**src/rtl/edge_detector_multi_if.sv**
```systemverilog
// Bundle of the per-channel pin inputs, shared controls and event outputs
// of edge_detector_multi. The master drives the raw inputs and controls,
// the slave (the detector) drives the filtered level and event flags.
interface edge_detector_multi_if #(
  parameter int CHANNELS = 4
);
  logic [CHANNELS-1:0] sig;
  logic [1:0]          mode;
  logic                en;
  logic [CHANNELS-1:0] clr;
  logic [CHANNELS-1:0] level;
  logic [CHANNELS-1:0] tick;
  logic [CHANNELS-1:0] pending;
  logic [CHANNELS-1:0] overflow;
  logic                irq;

  modport master (
    output sig, mode, en, clr,
    input  level, tick, pending, overflow, irq
  );

  modport slave (
    input  sig, mode, en, clr,
    output level, tick, pending, overflow, irq
  );
endinterface

```
**src/rtl/edge_detector_multi.sv**
```systemverilog
// Multi-channel edge detector for asynchronous pins: per channel a
// synchroniser, a stability filter, a polarity-selectable one-cycle tick,
// sticky pending/overflow flags and an OR-reduced interrupt.
// The filter samples the synchronised value through one extra register, so a
// pin change captured by the first sync flop on edge 0 reaches level/tick on
// edge SYNC_STAGES+FILTER_CYCLES.
module edge_detector_multi #(
  parameter int CHANNELS      = 4,
  parameter int SYNC_STAGES   = 2,
  parameter int FILTER_CYCLES = 3
) (
  input logic                  clk,
  input logic                  reset,
  edge_detector_multi_if.slave bus
);

  localparam int CW = $clog2(FILTER_CYCLES) + 1;

  logic [CHANNELS-1:0] sync_q [SYNC_STAGES];
  logic [CHANNELS-1:0] samp_q;
  logic [CW-1:0]       cnt_q  [CHANNELS];
  logic [CW-1:0]       cnt_d  [CHANNELS];
  logic [CHANNELS-1:0] level_q, level_d;
  logic [CHANNELS-1:0] tick_q, tick_d;
  logic [CHANNELS-1:0] pend_q, pend_d;
  logic [CHANNELS-1:0] ovf_q, ovf_d;
  logic                irq_q, irq_d;
  logic                rise_ok_s, fall_ok_s;

  // Metastability chain: each pin walks through SYNC_STAGES flops.
  always_ff @(posedge clk or posedge reset) begin
    if (reset) begin
      for (int k = 0; k < SYNC_STAGES; k++) begin
        sync_q[k] <= '0;
      end
    end else begin
      sync_q[0] <= bus.sig;
      for (int k = 1; k < SYNC_STAGES; k++) begin
        sync_q[k] <= sync_q[k-1];
      end
    end
  end

  // Filter input sample of the synchronised value.
  always_ff @(posedge clk or posedge reset) begin
    if (reset) begin
      samp_q <= '0;
    end else begin
      samp_q <= sync_q[SYNC_STAGES-1];
    end
  end

  // Next-state: stability filter, tick qualification, sticky flags and irq.
  always_comb begin
    rise_ok_s = bus.en & ((bus.mode == 2'b00) | (bus.mode == 2'b10));
    fall_ok_s = bus.en & ((bus.mode == 2'b01) | (bus.mode == 2'b10));
    level_d   = level_q;
    tick_d    = '0;
    for (int i = 0; i < CHANNELS; i++) begin
      cnt_d[i] = cnt_q[i];
      if (samp_q[i] == level_q[i]) begin
        cnt_d[i] = '0;
      end else if (cnt_q[i] == CW'(FILTER_CYCLES - 1)) begin
        // Mismatch has persisted long enough: accept it as the new level.
        level_d[i] = ~level_q[i];
        cnt_d[i]   = '0;
        tick_d[i]  = level_q[i] ? fall_ok_s : rise_ok_s;
      end else begin
        cnt_d[i] = cnt_q[i] + CW'(1);
      end
    end
    // A new event wins over a simultaneous clear so it is never lost.
    pend_d = tick_d | (pend_q & ~bus.clr);
    ovf_d  = (tick_d & pend_q & ~bus.clr) | (ovf_q & ~bus.clr);
    irq_d  = |pend_d;
  end

  // Filter counters.
  always_ff @(posedge clk or posedge reset) begin
    if (reset) begin
      for (int i = 0; i < CHANNELS; i++) begin
        cnt_q[i] <= '0;
      end
    end else begin
      for (int i = 0; i < CHANNELS; i++) begin
        cnt_q[i] <= cnt_d[i];
      end
    end
  end

  // Registered outputs: level, tick, pending, overflow and irq.
  always_ff @(posedge clk or posedge reset) begin
    if (reset) begin
      level_q <= '0;
      tick_q  <= '0;
      pend_q  <= '0;
      ovf_q   <= '0;
      irq_q   <= 1'b0;
    end else begin
      level_q <= level_d;
      tick_q  <= tick_d;
      pend_q  <= pend_d;
      ovf_q   <= ovf_d;
      irq_q   <= irq_d;
    end
  end

  assign bus.level    = level_q;
  assign bus.tick     = tick_q;
  assign bus.pending  = pend_q;
  assign bus.overflow = ovf_q;
  assign bus.irq      = irq_q;

endmodule
```
**src/flat_wrapper.sv**
```systemverilog
// flat-port wrapper written by rule: the top's interface ports become plain ports
module edge_detector_multi_flat 
#(
  parameter int CHANNELS      = 4,
  parameter int SYNC_STAGES   = 2,
  parameter int FILTER_CYCLES = 3
)
  (clk, reset, bus_sig, bus_mode, bus_en, bus_clr, bus_level, bus_tick, bus_pending, bus_overflow, bus_irq);
  edge_detector_multi_if #(.CHANNELS(CHANNELS)) bus_i ();
  input logic clk;
  input logic reset;
  input wire logic [$bits(bus_i.sig)-1:0] bus_sig;
  input wire logic [$bits(bus_i.mode)-1:0] bus_mode;
  input wire logic [$bits(bus_i.en)-1:0] bus_en;
  input wire logic [$bits(bus_i.clr)-1:0] bus_clr;
  output wire logic [$bits(bus_i.level)-1:0] bus_level;
  output wire logic [$bits(bus_i.tick)-1:0] bus_tick;
  output wire logic [$bits(bus_i.pending)-1:0] bus_pending;
  output wire logic [$bits(bus_i.overflow)-1:0] bus_overflow;
  output wire logic [$bits(bus_i.irq)-1:0] bus_irq;
  assign bus_i.sig = bus_sig;
  assign bus_i.mode = bus_mode;
  assign bus_i.en = bus_en;
  assign bus_i.clr = bus_clr;
  assign bus_level = bus_i.level;
  assign bus_tick = bus_i.tick;
  assign bus_pending = bus_i.pending;
  assign bus_overflow = bus_i.overflow;
  assign bus_irq = bus_i.irq;
  edge_detector_multi #(.CHANNELS(CHANNELS), .SYNC_STAGES(SYNC_STAGES), .FILTER_CYCLES(FILTER_CYCLES)) u_core (.clk(clk), .reset(reset), .bus(bus_i));
endmodule
```
**config.mk**
```make
export PLATFORM = sky130hd
export DESIGN_NAME = edge_detector_multi_flat
export DESIGN_NICKNAME = d
export VERILOG_FILES = /design/src/rtl/edge_detector_multi_if.sv /design/src/rtl/edge_detector_multi.sv /design/src/flat_wrapper.sv
export SDC_FILE = /design/constraint.sdc
export NUM_CORES = 1
export LEC_CHECK = 0
export ABC_AREA = 1
export BUFFER_PORTS_ARGS = -buffer_cell sky130_fd_sc_hd__buf_2
export CAP_MARGIN = 20
export CELL_PAD_IN_SITES_DETAIL_PLACEMENT = 1
export CELL_PAD_IN_SITES_GLOBAL_PLACEMENT = 1
export CORE_MARGIN = 1
export CORE_UTILIZATION = 41
export DETAILED_ROUTE_END_ITERATION = 8
export PLACE_DENSITY = 0.84
export SLEW_MARGIN = 25
export SYNTH_ARGS = -nofsm -noshare
export SYNTH_HDL_FRONTEND = slang
export SYNTH_SLANG_ARGS = --single-unit
```
**constraint.sdc**
```tcl
create_clock -name clk -period 1.6 [get_ports clk]
set_input_delay 0.32 -clock clk [delete_from_list [all_inputs] [get_ports clk]]
set_output_delay 0.32 -clock clk [all_outputs]
set_load 0.03 [all_outputs]
```
# After elaboration in Yosys (flattened, before gate mapping)
# Index checks and enable logic that the tools add are counted.
[classes]
add_sub_neg = 4
mul = 0
n_div = 0
magnitude_cmp = 0
eq_ne = 10
shifts = 0
mux = 20
n_bitwise = 19
n_reduce_logical = 6
[ops]
columns = ["cell", "count"]
rows = [
  ["$mux 3", 8],
  ["$and 4x4->4", 4],
  ["$add 3x1->3 const B", 4],
  ["$eq 3x2->1 const B", 4],
  ["$mux 1", 12],
  ["$not 1->1", 8],
  ["$or 4x4->4", 2],
  ["$reduce_and 2->1", 4],
  ["$eq 1x1->1", 4],
  ["$not 4->4", 1],
  ["$reduce_or 4->1", 1],
  ["$and 1x1->1", 2],
  ["$eq 2x1->1 const B", 1],
  ["$eq 2x2->1 const B", 1],
  ["$logic_not 2->1", 1],
  ["$or 1x1->1", 2],
]
[totals]
register_bits = 41
latch_bits = 0
ramBits = 0
romBits = 0
out_inout_bits = 17
wordCells = 74
memories = 0

# Longest topological paths before layout
# Gate-level depths: netlist of run 1.
[depth]
ltp_word = 9
depth_mapped = 10

# Worst setup path before layout of run 1
# OpenSTA, ideal clock, no wires.
[synth_timing]
path_kind = "in2reg"
startpoint = "input port bus_mode[0]"
endpoint = "register u_core.irq_q, in the netlist u_core.bus.irq"
setup_ns = 0.119
arrival_time_ns = 1.127
required_ns = 1.481
slack_ns = 0.354
stages = 10
cell_sequence = "inv_1 > ha_1 > nand2_1 > inv_1 > nand2_1 > nand2_1 > nand3_2 > nand2_2 > nor2_1 > nand2_1"
[synth_between]
elab_chain_cells = 8
[synth_lines]
columns = ["item", "line_no", "text"]
rows = [
  ["start, declared", "flat_wrapper.sv:13", "input wire logic [$bits(bus_i.mode)-1:0] bus_mode;"],
  ["$eq 2x2->1 (tied with other cells)", "edge_detector_multi.sv:55, edge_detector_multi.sv:56", ""],
  ["$or 1x1->1 (on tied branches)", "edge_detector_multi.sv:55, edge_detector_multi.sv:56", ""],
  ["$and 1x1->1 (on tied branches)", "edge_detector_multi.sv:55, edge_detector_multi.sv:56", ""],
  ["$mux 1 *", "edge_detector_multi.sv:67", "tick_d[i] = level_q[i] ? fall_ok_s : rise_ok_s;"],
  ["$mux 1 *", "edge_detector_multi.sv:63", "end else if (cnt_q[i] == CW'(FILTER_CYCLES - 1)) begin"],
  ["$mux 1 *", "edge_detector_multi.sv:61", "if (samp_q[i] == level_q[i]) begin"],
  ["$or 4x4->4 *", "edge_detector_multi.sv:73", "pend_d = tick_d | (pend_q & ~bus.clr);"],
  ["named net u_core.pend_d[3]", "edge_detector_multi.sv:25", "logic [CHANNELS-1:0] pend_q, pend_d;"],
  ["$reduce_or 4->1 *", "edge_detector_multi.sv:75", "irq_d = |pend_d;"],
  ["named net u_core.irq_d", "edge_detector_multi.sv:27", "logic irq_q, irq_d;"],
  ["end signal, assigned", "edge_detector_multi.sv:104", "irq_q <= irq_d;"],
  ["end, declared", "edge_detector_multi.sv:27", ""],
]
# The timed path passes the listed nets; every way through them passes the cells marked *.
# A chain may end at the register's enable or synchronous reset.

# Worst setup path after layout of run 1
[layout_timing]
startpoint = "register u_core.level_q[0], in the netlist u_core.bus.level[0]"
endpoint = "output port bus_level[0]"
[layout_lines]
columns = ["item", "line_no", "text"]
rows = [
  ["start, declared", "edge_detector_multi.sv:23", "logic [CHANNELS-1:0] level_q, level_d;"],
  ["start signal, assigned", "edge_detector_multi.sv:100", "level_q <= level_d;"],
  ["end, declared", "flat_wrapper.sv:16", "output wire logic [$bits(bus_i.level)-1:0] bus_level;"],
]
# No word-level cell between the ends.

==> results of run 1 <==
## cell type report
cell class / instances / area, um2 / area share
Clock buffer: 5 / 68.82 / 0.03496
Clock inverter: 2 / 35.03 / 0.01780
Inverter: 27 / 101.3 / 0.05149
Multi-Input combinational cell: 94 / 516.7 / 0.2626
Timing Repair Buffer: 31 / 160.2 / 0.08137
Sequential cell: 41 / 1026 / 0.5213
Tap cell: 48 / 60.06 / 0.03051
## metal layers
layer,vias up,part of all wire,global-route usage
met2,26,0.55,0.3222
li1,571,-,-
met5,-,0,0
met3,6,0.039,0.04167
met1,563,0.40,0.2098
met4,0,0.017,0.07337
## flip-flops by register name, indices dropped and copies added (netlist names)
signal,cells
u_core.bus.pending,4
u_core.bus.tick,4
u_core.samp_q,4
u_core.bus.irq,1
u_core.bus.overflow,4
u_core.bus.level,4
u_core.cnt_q,12
u_core.sync_q,8
## layout by cell type (no fill, tap or decap), drive strengths merged, types with 3 or more instances in the layout
| cell type | netlist | routed |
|---|---|---|
| a21oi | 6 | 6 |
| nor2 | 10 | 10 |
| inv | 27 | 27 |
| dfrtp | 41 | 41 |
| nor3 | 4 | 4 |
| clkbuf | 0 | 5 |
| buf | 0 | 31 |
| nand2 | 45 | 45 |
| nor3b | 3 | 3 |
| nand3 | 10 | 10 |
| o21ai | 9 | 9 |
## where the power goes
part	leakage, uW	switching [uW]	internal [uW]
Clock	0.0000540	331	453
Sequential	0.000530	190	1240
Combinational	0.000532	553	309
Total	0.00112	1070	2000
## logic make-up (layout without fill, tap and decap cells)
kind of cell             Yosys count  in the layout  synth area share
buffers and inverters             27             65           0.06165
adder cells (fa/ha/maj)            2              2           0.01522
AO/OA/AOI/OAI                     17             17           0.05708
flip-flops                        41             41            0.6240
AND/OR/NAND/NOR                   75             75            0.2420
## path summary, 6_finish.rpt
check / start / end / slack (ns) / cells after the start
hold / removal: reset / u_core.bus.pending[3]$_DFF_PP0_ / 0.01 / 2
setup reg to reg: u_core.bus.level[3]$_DFFE_PP0P_ / u_core.bus.irq$_DFF_PP0_ / 0.42 / 8
setup / recovery: u_core.bus.level[0]$_DFFE_PP0P_ / bus_level[0] / 0.34 / 1
max in group asynchronous: reset / u_core.bus.level[2]$_DFFE_PP0P_ / 1.00 / 3
hold reg to reg: u_core.sync_q[1]$_DFF_PP0_ / u_core.samp_q[1]$_DFF_PP0_ / 0.36 / 0
min in group clk: bus_sig[2] / u_core.sync_q[6]$_DFF_PP0_ / 0.13 / 1
## stage by stage
step                      hold WS (ns)  setup slack, ns  area (um2)
after floorplan                 0.3312           0.3340        1644
after global placement          0.3208           0.1001        1864
after detailed placement        0.3337          0.04637        1864
after CTS                      0.02376           0.3254        1968
after global routing           0.03108           0.2513        1968
final                          0.01126           0.3357        1968
==> impl_results.md, run 1 <==
- EDFF count, synth: 0
- Global route total overflow: 0
- DR vias: 1166
- Sequential fraction of the synthesis area: 0.6240
- Total Die Area: 4267 um2
- Async set-reset flop share out of synthesis: 1.000
- Rows: 22
- Area leader, netlist: sky130_fd_sc_hd__dfrtp_1
- Setup crit start kind: flip-flop
- Tightest Hold Check Type: in2async
- DRT iter0 DRCs: 33
- Width of the die: 65.33 um
- Time the worst path needs with I/O delays and setup: 1.264 ns
- Maximum clock frequency: 0.7910 GHz
- H-tree depth: 2
- Post-CTS Setup Repair Bufs: 0
- Initial standard-cell utilization of the core: 0.4392
- WL per Instance: 13.62 um
- Number of inserted filler cells in the final layout: 465
- Top flip-flop cell by instance count after synthesis: sky130_fd_sc_hd__dfrtp_1
- DRC: 0
- Cells after DPL: 241
- Die H: 65.33 um
- Worst-path cell chain: buf_2
- Slew at the pin closest to its max-slew limit: 0.4291 ns
- Final setup violation count: 0
- Count of final hold-check violations: 0
- Status: complete, no violations
- IO Count: 30
- Global placement routability congestion: 0.6924
- Nets: 215
- Routed WL: 3.378 mm
- Port buffer count: 29
- Final period util: 0.7902
- ANT nets after route: 0
- Clock transition at the registers of the reported paths: 0.07 ns
- Worst-skew pair later-pin latency: 0.29 ns
- Total design power: 3073 uW
- IR drop worst, VDD: 678.0 uV
- Number of global-route vias before repair: 1252
- Filler-free cell count of the finished design: 248
- Number of antenna violations at the first check in global routing: 0
- Crit path kind: reg2out
- Setup_tns: 0 ns
- GRT Total Usage: 0.1817
- Library cell with the highest instance count after synthesis: sky130_fd_sc_hd__dfrtp_1
- Antenna cell count: 0
- Synth Instances: 162
- End-of-flow core utilization: 0.5257
- Number of buffers on the longest clock path: 2
- Crit path capture type: output port
- Number of max-capacitance violations reported: 0
- Portion of synthesized cell area occupied by the leading cell type: 0.6240
- CP top delay family: flip-flops
- Synth top area cells: sky130_fd_sc_hd__dfrtp_1 62%, sky130_fd_sc_hd__nand2_1 9.1%, sky130_fd_sc_hd__inv_1 5.0%
- Distinct cells, synth: 22
- Cell Area, Synth: 1644 um2
- Layout Area Growth over Synthesis: 19.71%
- Count of pins over their slew limit: 0
- Required time reported for the critical path endpoint: 1.28 ns
- Yosys warnings: 0
- Pin count of the biggest net entering global routing: 17
- Syn Nets: 177
- Clock Tree Root: sky130_fd_sc_hd__clkbuf_8
- Quantity of gates resized following cts: 0
- CTS Buf Count: 5
- Half-perimeter wire length of the detailed placement result: 2.634 mm
- Clock skew: 0.005289 ns
- Static leakage: 0.001115 uW
- Layout cell share with drive strength beyond 1: 0.3100
- Library cell contributing the largest single delay on the critical path: sky130_fd_sc_hd__dfrtp_1
- Delay of the slowest cell on the worst path: 0.43 ns
- Syn avg cell area: 10.15 um2
- RSZ-0062 raised after global routing: false
- CTS tree: done
- Clock sinks: 41
- Cts hold-fix bufs: 0
- DRT Pass-1 Iters: 2
- Most used standard cells in the synthesized netlist: 41 x sky130_fd_sc_hd__dfrtp_1, 40 x sky130_fd_sc_hd__nand2_1, 22 x sky130_fd_sc_hd__inv_1
- CP Data Arrival Time: 0.94 ns
- Avg Vias per Cell: 4.702
- CORE AREA: 3744 um2
- Global-route wire length before repair: 5.623 mm
- Max-Slew Margin vs Limit: 0.7136
- Maximum fanout along the worst path: 5
- Register bit total from synthesis: 41
- Critical path buffers and inverters: 1
- Pwr dens: 1561 nW/um2
Note: power is estimated with default switching activity, not from simulation.
==> run 2: changes to the inputs <==
==> constraint.sdc (replaced) <==
create_clock -name clk -period 1.3 [get_ports clk]
set_input_delay 0.26 -clock clk [delete_from_list [all_inputs] [get_ports clk]]
set_output_delay 0.26 -clock clk [all_outputs]
set_load 0.03 [all_outputs]
==> run 2 against run 1 <==
Compared with the run above: power up 19%; largest cell class unchanged; die area unchanged; sequential share of layout area down 0.17 points; non-clock buffer count up 1; utilization up 0.17 points; register-to-register slack worse by 0.25 ns; setup slack worse by 0.24 ns; routed wire length down 2.6%; clock power up 5.2%.
==> impl_results.md, run 2 (synthesis results as in run 1) <==
- Status: complete, no violations
- Rows: 22 (unchanged)
- Most common cell after layout, fill and taps aside: sky130_fd_sc_hd__dfrtp_1
- Pre-CTS setup slack: -0.07156 ns (-0.1179 ns)
- Port buffer count: 29 (unchanged)
- Global placement routability congestion: 0.6795 (-1.9%)
- Setup crit start kind: flip-flop
- GRT Total Usage: 0.1846 (+0.002928)
- Biggest regs: u_core.cnt_q (12), u_core.sync_q (8)
- Most Used Layer, Global Route: met2
- Layout Area Growth over Synthesis: 20.09%
- Critical path depth: 1 (unchanged)
- DRT iter0 DRCs: 26 (-21%)
- Crit path kind: reg2out
- Critical path buffers and inverters: 1 (unchanged)
- Area of all sequential standard cells: 1026 um2 (unchanged)
- Pwr dens: 1858 nW/um2 (+19%)
- Routed WL: 3.291 mm (-2.6%)
- Slew at the pin closest to its max-slew limit: 0.2609 ns (-0.1682 ns)
- Final setup slack of the worst path: 0.09261 ns (-0.2431 ns)
- Final setup violation count: 0 (unchanged)
- Global-route met1 utilization: 0.1925 (-0.01732)
- Tightest Hold Check Type: in2async
- Global route total overflow: 0 (unchanged)
- Register-to-Register Path Depth: 5 (-3)
- Largest reg by FF count: u_core.cnt_q
- Cells after DPL: 242 (+0.41%)
- Cts hold-fix bufs: 0 (unchanged)
- RSZ-0062 raised after global routing: false
- DRT Pass-1 Iters: 3 (+1)
- Static leakage: 0.001115 uW (about the same)
- Nets: 216 (+0.47%)
- Maximum fanout along the worst path: 5 (unchanged)
- Pin count of the biggest net entering global routing: 42 (+25)
- Worst-skew pair later-pin latency: 0.29 ns (about the same)
- Library cell contributing the largest single delay on the critical path: sky130_fd_sc_hd__dfrtp_1
- Initial standard-cell utilization of the core: 0.4392 (unchanged)
- Worst-path cell chain: buf_2
- Multi-input logic area: 516.7 um2 (unchanged)
- H-tree depth: 2 (unchanged)
- Clock transition at the registers of the reported paths: 0.07 ns (about the same)
- Smallest hold slack: 0.03074 ns (+0.01948 ns)
- Quantity of gates resized following cts: 0 (unchanged)
- Number of inserted filler cells in the final layout: 457 (-1.7%)
- DRC: 0 (unchanged)
- CTS Buf Count: 5 (unchanged)
- CP Data Arrival Time: 0.95 ns (about the same)
- Post-CTS Setup Repair Bufs: 0 (unchanged)
- Clock sinks: 41 (unchanged)
- IO Count: 30 (unchanged)
- Count of pins over their slew limit: 0 (unchanged)
- End-of-flow core utilization: 0.5274 (+0.001671)
- Clock skew: 0.003124 ns (-0.002165 ns)
- Delay of the slowest cell on the worst path: 0.43 ns (about the same)
- CORE AREA: 3744 um2 (unchanged)
- Avg Vias per Cell: 4.783 (+1.7%)
- Width of the die: 65.33 um (unchanged)
- Antenna cell count: 0 (unchanged)
- Total Die Area: 4267 um2 (unchanged)
- CP top delay family: flip-flops
- Filler-free cell count of the finished design: 249 (+0.40%)
- Die H: 65.33 um (unchanged)
- IR drop worst, VDD: 830.4 uV (+22%)
- Maximum clock frequency: 0.8282 GHz
- Number of antenna violations at the first check in global routing: 0 (unchanged)
- Minimum setup slack among reg-to-reg paths: 0.17 ns (-0.25 ns)
- Number of global-route vias before repair: 1296 (+3.5%)
- Commonest non-fill, non-tap cells in the layout: 41 x sky130_fd_sc_hd__dfrtp_1, 40 x sky130_fd_sc_hd__nand2_1, 29 x sky130_fd_sc_hd__buf_2
- Half-perimeter wire length of the detailed placement result: 2.524 mm (-4.2%)
- Number of max-capacitance violations reported: 0 (unchanged)
- Routing usage on met2: 0.3441 (+0.02191)
- WL per Instance: 13.22 um (-3.0%)
- CTS tree: done
- Met3 Usage GRT: 0.05208 (+0.01042)
- Final period util: 0.9288
- Count of final hold-check violations: 0 (unchanged)
- Layout cell share with drive strength beyond 1: 0.3134 (+0.003433)
- ANT nets after route: 0 (unchanged)
- Number of buffers on the longest clock path: 2 (unchanged)
- Time the worst path needs with I/O delays and setup: 1.207 ns
- Clock Tree Root: sky130_fd_sc_hd__clkbuf_8
- Global-route wire length before repair: 5.761 mm (+2.5%)
- Setup_tns: 0 ns (unchanged)
- Required time reported for the critical path endpoint: 1.04 ns (-0.24 ns)
- DR vias: 1191 (+2.1%)
- Max-Slew Margin vs Limit: 0.8258 (+0.1123)
- Crit path capture type: output port
- Largest register FFs: 12 (unchanged)
-- run 2: final timing paths --
path                                                    to                            start
min                        u_core.bus.pending[0]$_DFF_PP0_                            reset
max                                           bus_level[0]  u_core.bus.level[0]$_DFFE_PP0P_
min in group clk                u_core.sync_q[6]$_DFF_PP0_                       bus_sig[2]
max in group asynchronous     u_core.bus.tick[2]$_DFF_PP0_                            reset
max reg2reg                      u_core.cnt_q[7]$_DFF_PP0_  u_core.bus.level[1]$_DFFE_PP0P_
min reg2reg                     u_core.samp_q[1]$_DFF_PP0_       u_core.sync_q[1]$_DFF_PP0_
-- run 2: report_power, final --
| part | switching, uW | internal (uW) |
|---|---|---|
| Sequential | 232 | 1520 |
| Combinational | 697 | 393 |
| Clock | 406 | 419 |
| Total | 1330 | 2330 |
-- run 2: routing by layer --
metal,vias to the layer above,part of all wire
met5,-,0
met4,0,0.017
met3,6,0.043
met2,30,0.55
met1,584,0.39
li1,571,-
-- run 2: final cells by class --
type / instances / share of cell area
Inverter: 27 / 0.05133
Clock inverter: 1 / 0.003802
Timing Repair Buffer: 32 / 0.09126
Clock buffer: 6 / 0.04183
Sequential cell: 41 / 0.5196
Tap cell: 48 / 0.03042
Multi-Input combinational cell: 94 / 0.2617
-- run 2: stage by stage --
step | cell area (um2) | total power [uW]
after global placement | 1884 | 2781
after CTS | 1974 | 3734
after detailed placement | 1884 | 2882
final | 1974 | 3668
after global routing | 1974 | 3916
after floorplan | 1644 | 2535
==> run 3: changes to the inputs <==
--- a/config.mk
+++ b/config.mk
@@ -5,15 +5,14 @@
 export SDC_FILE = /design/constraint.sdc
 export NUM_CORES = 1
 export LEC_CHECK = 0
-export ABC_AREA = 1
 export BUFFER_PORTS_ARGS = -buffer_cell sky130_fd_sc_hd__buf_2
 export CAP_MARGIN = 20
 export CELL_PAD_IN_SITES_DETAIL_PLACEMENT = 1
 export CELL_PAD_IN_SITES_GLOBAL_PLACEMENT = 1
 export CORE_MARGIN = 1
-export CORE_UTILIZATION = 41
+export CORE_UTILIZATION = 43
 export DETAILED_ROUTE_END_ITERATION = 8
-export PLACE_DENSITY = 0.84
+export PLACE_DENSITY = 0.85
 export SLEW_MARGIN = 25
 export SYNTH_ARGS = -nofsm -noshare
 export SYNTH_HDL_FRONTEND = slang
==> run 3 against run 2 <==
Compared with the run above: clock-buffer cell count decreased by 1; hold slack got worse by 0.027 ns; sequential power increased by 5%; critical path type is now reg2reg; critical endpoint is now u_core.bus.irq$_DFF_PP0_; largest cell class unchanged; largest power group unchanged; highest routed layer unchanged.
==> impl_results.md, run 3 <==
- Status: complete, no violations
- Maximum fanout along the worst path: 5 (unchanged)
- Port buffer count: 29 (unchanged)
- Cells after DPL: 204 (-16%)
- Global-route wire length before repair: 5.589 mm (-3.0%)
- Worst-skew pair later-pin latency: 0.30 ns (about the same)
- Smallest hold slack: 0.003548 ns (-0.02719 ns)
- Placed instance area: 1858 um2 (-1.4%)
- Max-Slew Margin vs Limit: 0.7818 (-0.04408)
- Filler-free cell count of the finished design: 211 (-15%)
- EDFF count, synth: 0 (unchanged)
- Number of buffers on the longest clock path: 2 (unchanged)
- Final setup violation count: 0 (unchanged)
- Synth top area cells: sky130_fd_sc_hd__dfrtp_1 63%, sky130_fd_sc_hd__inv_1 2.5%, sky130_fd_sc_hd__nor2b_4 2.5%
- Required time reported for the critical path endpoint: 1.54 ns (+0.50 ns)
- Antenna cell count: 0 (unchanged)
- Synth Instances: 127 (-22%)
- DRC: 0 (unchanged)
- Library cell with the highest instance count after synthesis: sky130_fd_sc_hd__dfrtp_1
- Setup_tns: 0 ns (unchanged)
- Half-perimeter wire length of the detailed placement result: 2.377 mm (-5.8%)
- Count of final hold-check violations: 0 (unchanged)
- Crit path capture type: flip-flop
- Final period util: 0.9644 (+0.03562)
- CTS tree: done
- Clock Tree Root: sky130_fd_sc_hd__clkbuf_8
- Rows: 22 (unchanged)
- Area of all sequential standard cells: 1026 um2 (unchanged)
- Crit path kind: reg2reg
- Minimum setup slack among reg-to-reg paths: 0.05 ns (-0.12 ns)
- Cell Area, Synth: 1638 um2 (-0.38%)
- Clock sinks: 41 (unchanged)
- Top flip-flop cell by instance count after synthesis: sky130_fd_sc_hd__dfrtp_1
- Sequential fraction of the synthesis area: 0.6264 (+0.002384)
- CP Data Arrival Time: 1.49 ns (+0.54 ns)
- Yosys warnings: 0 (unchanged)
- Nets: 178 (-18%)
- Launching point of the worst reg2reg path: u_core.bus.level[1]$_DFFE_PP0P_
- Register-to-Register Path Depth: 4 (-1)
- Syn Nets: 142 (-20%)
- WL per Instance: 15.83 um (+20%)
- Avg Vias per Cell: 5.014 (+4.8%)
- Tightest Hold Check Type: in2async
- IR drop worst, VDD: 835.7 uV (+0.63%)
- Total Die Area: 4060 um2 (-4.9%)
- Final design area excluding fillers: 1977 um2 (+0.13%)
- Layout cell share with drive strength beyond 1: 0.3067 (-0.006684)
- IO Count: 30 (unchanged)
- Width of the die: 63.72 um (-2.5%)
- CTS Buf Count: 5 (unchanged)
- Maximum clock frequency: 0.7976 GHz (-3.7%)
- Cts hold-fix bufs: 0 (unchanged)
- Pin count of the biggest net entering global routing: 42 (unchanged)
- Distinct cells, synth: 26 (+18%)
- Async set-reset flop share out of synthesis: 1.000 (unchanged)
- Global route total overflow: 0 (unchanged)
- DRT Pass-1 Iters: 4 (+1)
- Portion of synthesized cell area occupied by the leading cell type: 0.6264 (+0.002384)
- Commonest non-fill, non-tap cells in the layout: 41 x sky130_fd_sc_hd__dfrtp_1, 29 x sky130_fd_sc_hd__buf_2, 11 x sky130_fd_sc_hd__inv_1
- Layout Area Growth over Synthesis: 20.70%
- DR vias: 1058 (-11%)
- Largest reg by FF count: u_core.cnt_q
- Number of max-capacitance violations reported: 0 (unchanged)
- Multi-input logic area: 580.6 um2 (+12%)
- H-tree depth: 2 (unchanged)
- Static leakage: 0.001006 uW (-9.8%)
- Count of pins over their slew limit: 0 (unchanged)
- Initial standard-cell utilization of the core: 0.4474 (+0.008197)
- ANT nets after route: 0 (unchanged)
- Routed WL: 3.341 mm (+1.5%)
- Number of antenna violations at the first check in global routing: 0 (unchanged)
- Global placement routability congestion: 0.6562 (-3.4%)
- Setup crit start kind: flip-flop
- DRT iter0 DRCs: 49 (+88%)
- Worst reg2reg path endpoint: u_core.bus.irq$_DFF_PP0_
- Area leader, netlist: sky130_fd_sc_hd__dfrtp_1
- Syn avg cell area: 12.90 um2 (+27%)
- Clock transition at the registers of the reported paths: 0.08 ns (about the same)
- Time the worst path needs with I/O delays and setup: 1.254 ns (+0.04630 ns)
- Slew at the pin closest to its max-slew limit: 0.3252 ns (+0.06422 ns)
- CORE AREA: 3661 um2 (-2.2%)
- Register bit total from synthesis: 41 (unchanged)
- Clock skew: 0.005764 ns (+0.002640 ns)
- Biggest regs: u_core.cnt_q (12), u_core.sync_q (8)
- Most common cell after layout, fill and taps aside: sky130_fd_sc_hd__dfrtp_1
- GRT Total Usage: 0.1873 (+0.002686)
- Die H: 63.72 um (-2.5%)
- Number of global-route vias before repair: 1201 (-7.3%)
- Largest register FFs: 12 (unchanged)
- Number of inserted filler cells in the final layout: 400 (-12%)
- Most used standard cells in the synthesized netlist: 41 x sky130_fd_sc_hd__dfrtp_1, 11 x sky130_fd_sc_hd__inv_1, 10 x sky130_fd_sc_hd__nor2_1
- Pwr dens: 1971 nW/um2 (+6.1%)
## run 3: final cells by class
| cell class | instances | share of cell area |
|---|---|---|
| inverters | 11 | 0.02089 |
| well taps | 48 | 0.03038 |
| repair buffers | 30 | 0.08354 |
| flip-flops and latches | 41 | 0.5190 |
| clock buffers | 5 | 0.03481 |
| multi-input cells | 74 | 0.2937 |
| clock inverters | 2 | 0.01772 |
## run 3: logic make-up (layout without fill, tap and decap cells)
family,count (synthesis),count (layout),synth area share
buffers and inverters,12,48,0.02826
flip-flops,41,41,0.6264
adder cells (fa/ha/maj),2,2,0.01528
XOR/XNOR,8,8,0.04278
AO/OA/AOI/OAI,17,17,0.08480
multiplexers,5,5,0.03666
AND/OR/NAND/NOR,42,42,0.1658
## run 3: power breakdown
group          leakage (uW)  switching, uW  internal [uW]
logic              0.000424            589            477
registers          0.000528            314           1530
clock network     0.0000540            432            558
## run 3: repair_timing
| action | 4_1_cts | 5_1_grt |
|---|---|---|
| buffers inserted | 0 | 0 |
| endpoints found under the hold margin | 0 | 0 |
| gates resized for setup | 0 | 2 |
| endpoints found under the setup margin | 0 | 1 |
## run 3: metrics by stage
stage	worst slack [ns]	power [uW]	utilization
2_1_floorplan	0.04670	2611	-
3_3_place_gp	-0.1905	2839	0.5075
3_5_place_dp	-0.2327	2925	0.5075
4_1_cts	0.04726	3929	0.5359
5_1_grt	-0.008488	4113	0.5400
6_report	0.04631	3896	0.5400
## run 3: worst max-delay path by stage
stage | startpoint | endpoint | slack (ns) | cells past startpoint
6_report | u_core.bus.level[1]$_DFFE_PP0P_ | u_core.bus.irq$_DFF_PP0_ | 0.05 | 4
5_1_grt | u_core.bus.level[1]$_DFFE_PP0P_ | u_core.bus.irq$_DFF_PP0_ | -0.008 | 4
4_1_cts | bus_mode[0] | u_core.bus.irq$_DFF_PP0_ | 0.05 | 7
3_5_place_dp | bus_mode[0] | u_core.bus.irq$_DFF_PP0_ | -0.23 | 7
3_3_place_gp | bus_mode[0] | u_core.bus.irq$_DFF_PP0_ | -0.19 | 7
2_1_floorplan | bus_mode[0] | u_core.bus.irq$_DFF_PP0_ | 0.05 | 6
## run 3: worst max-delay path, stage by stage, from the launching register on
cell,delay (ns)
sky130_fd_sc_hd__dfrtp_1,0.43
sky130_fd_sc_hd__nand2b_1,0.16
sky130_fd_sc_hd__o21ai_1,0.28
sky130_fd_sc_hd__a32oi_2,0.20
sky130_fd_sc_hd__nand4_1,0.12
## run 3: routing by layer
layer,global-route usage,wire length (um),share of wire
met2,0.3205,1857,0.56
met3,0.04891,113,0.034
met5,0,0,0
met1,0.2142,1297,0.39
met4,0.09375,73,0.022
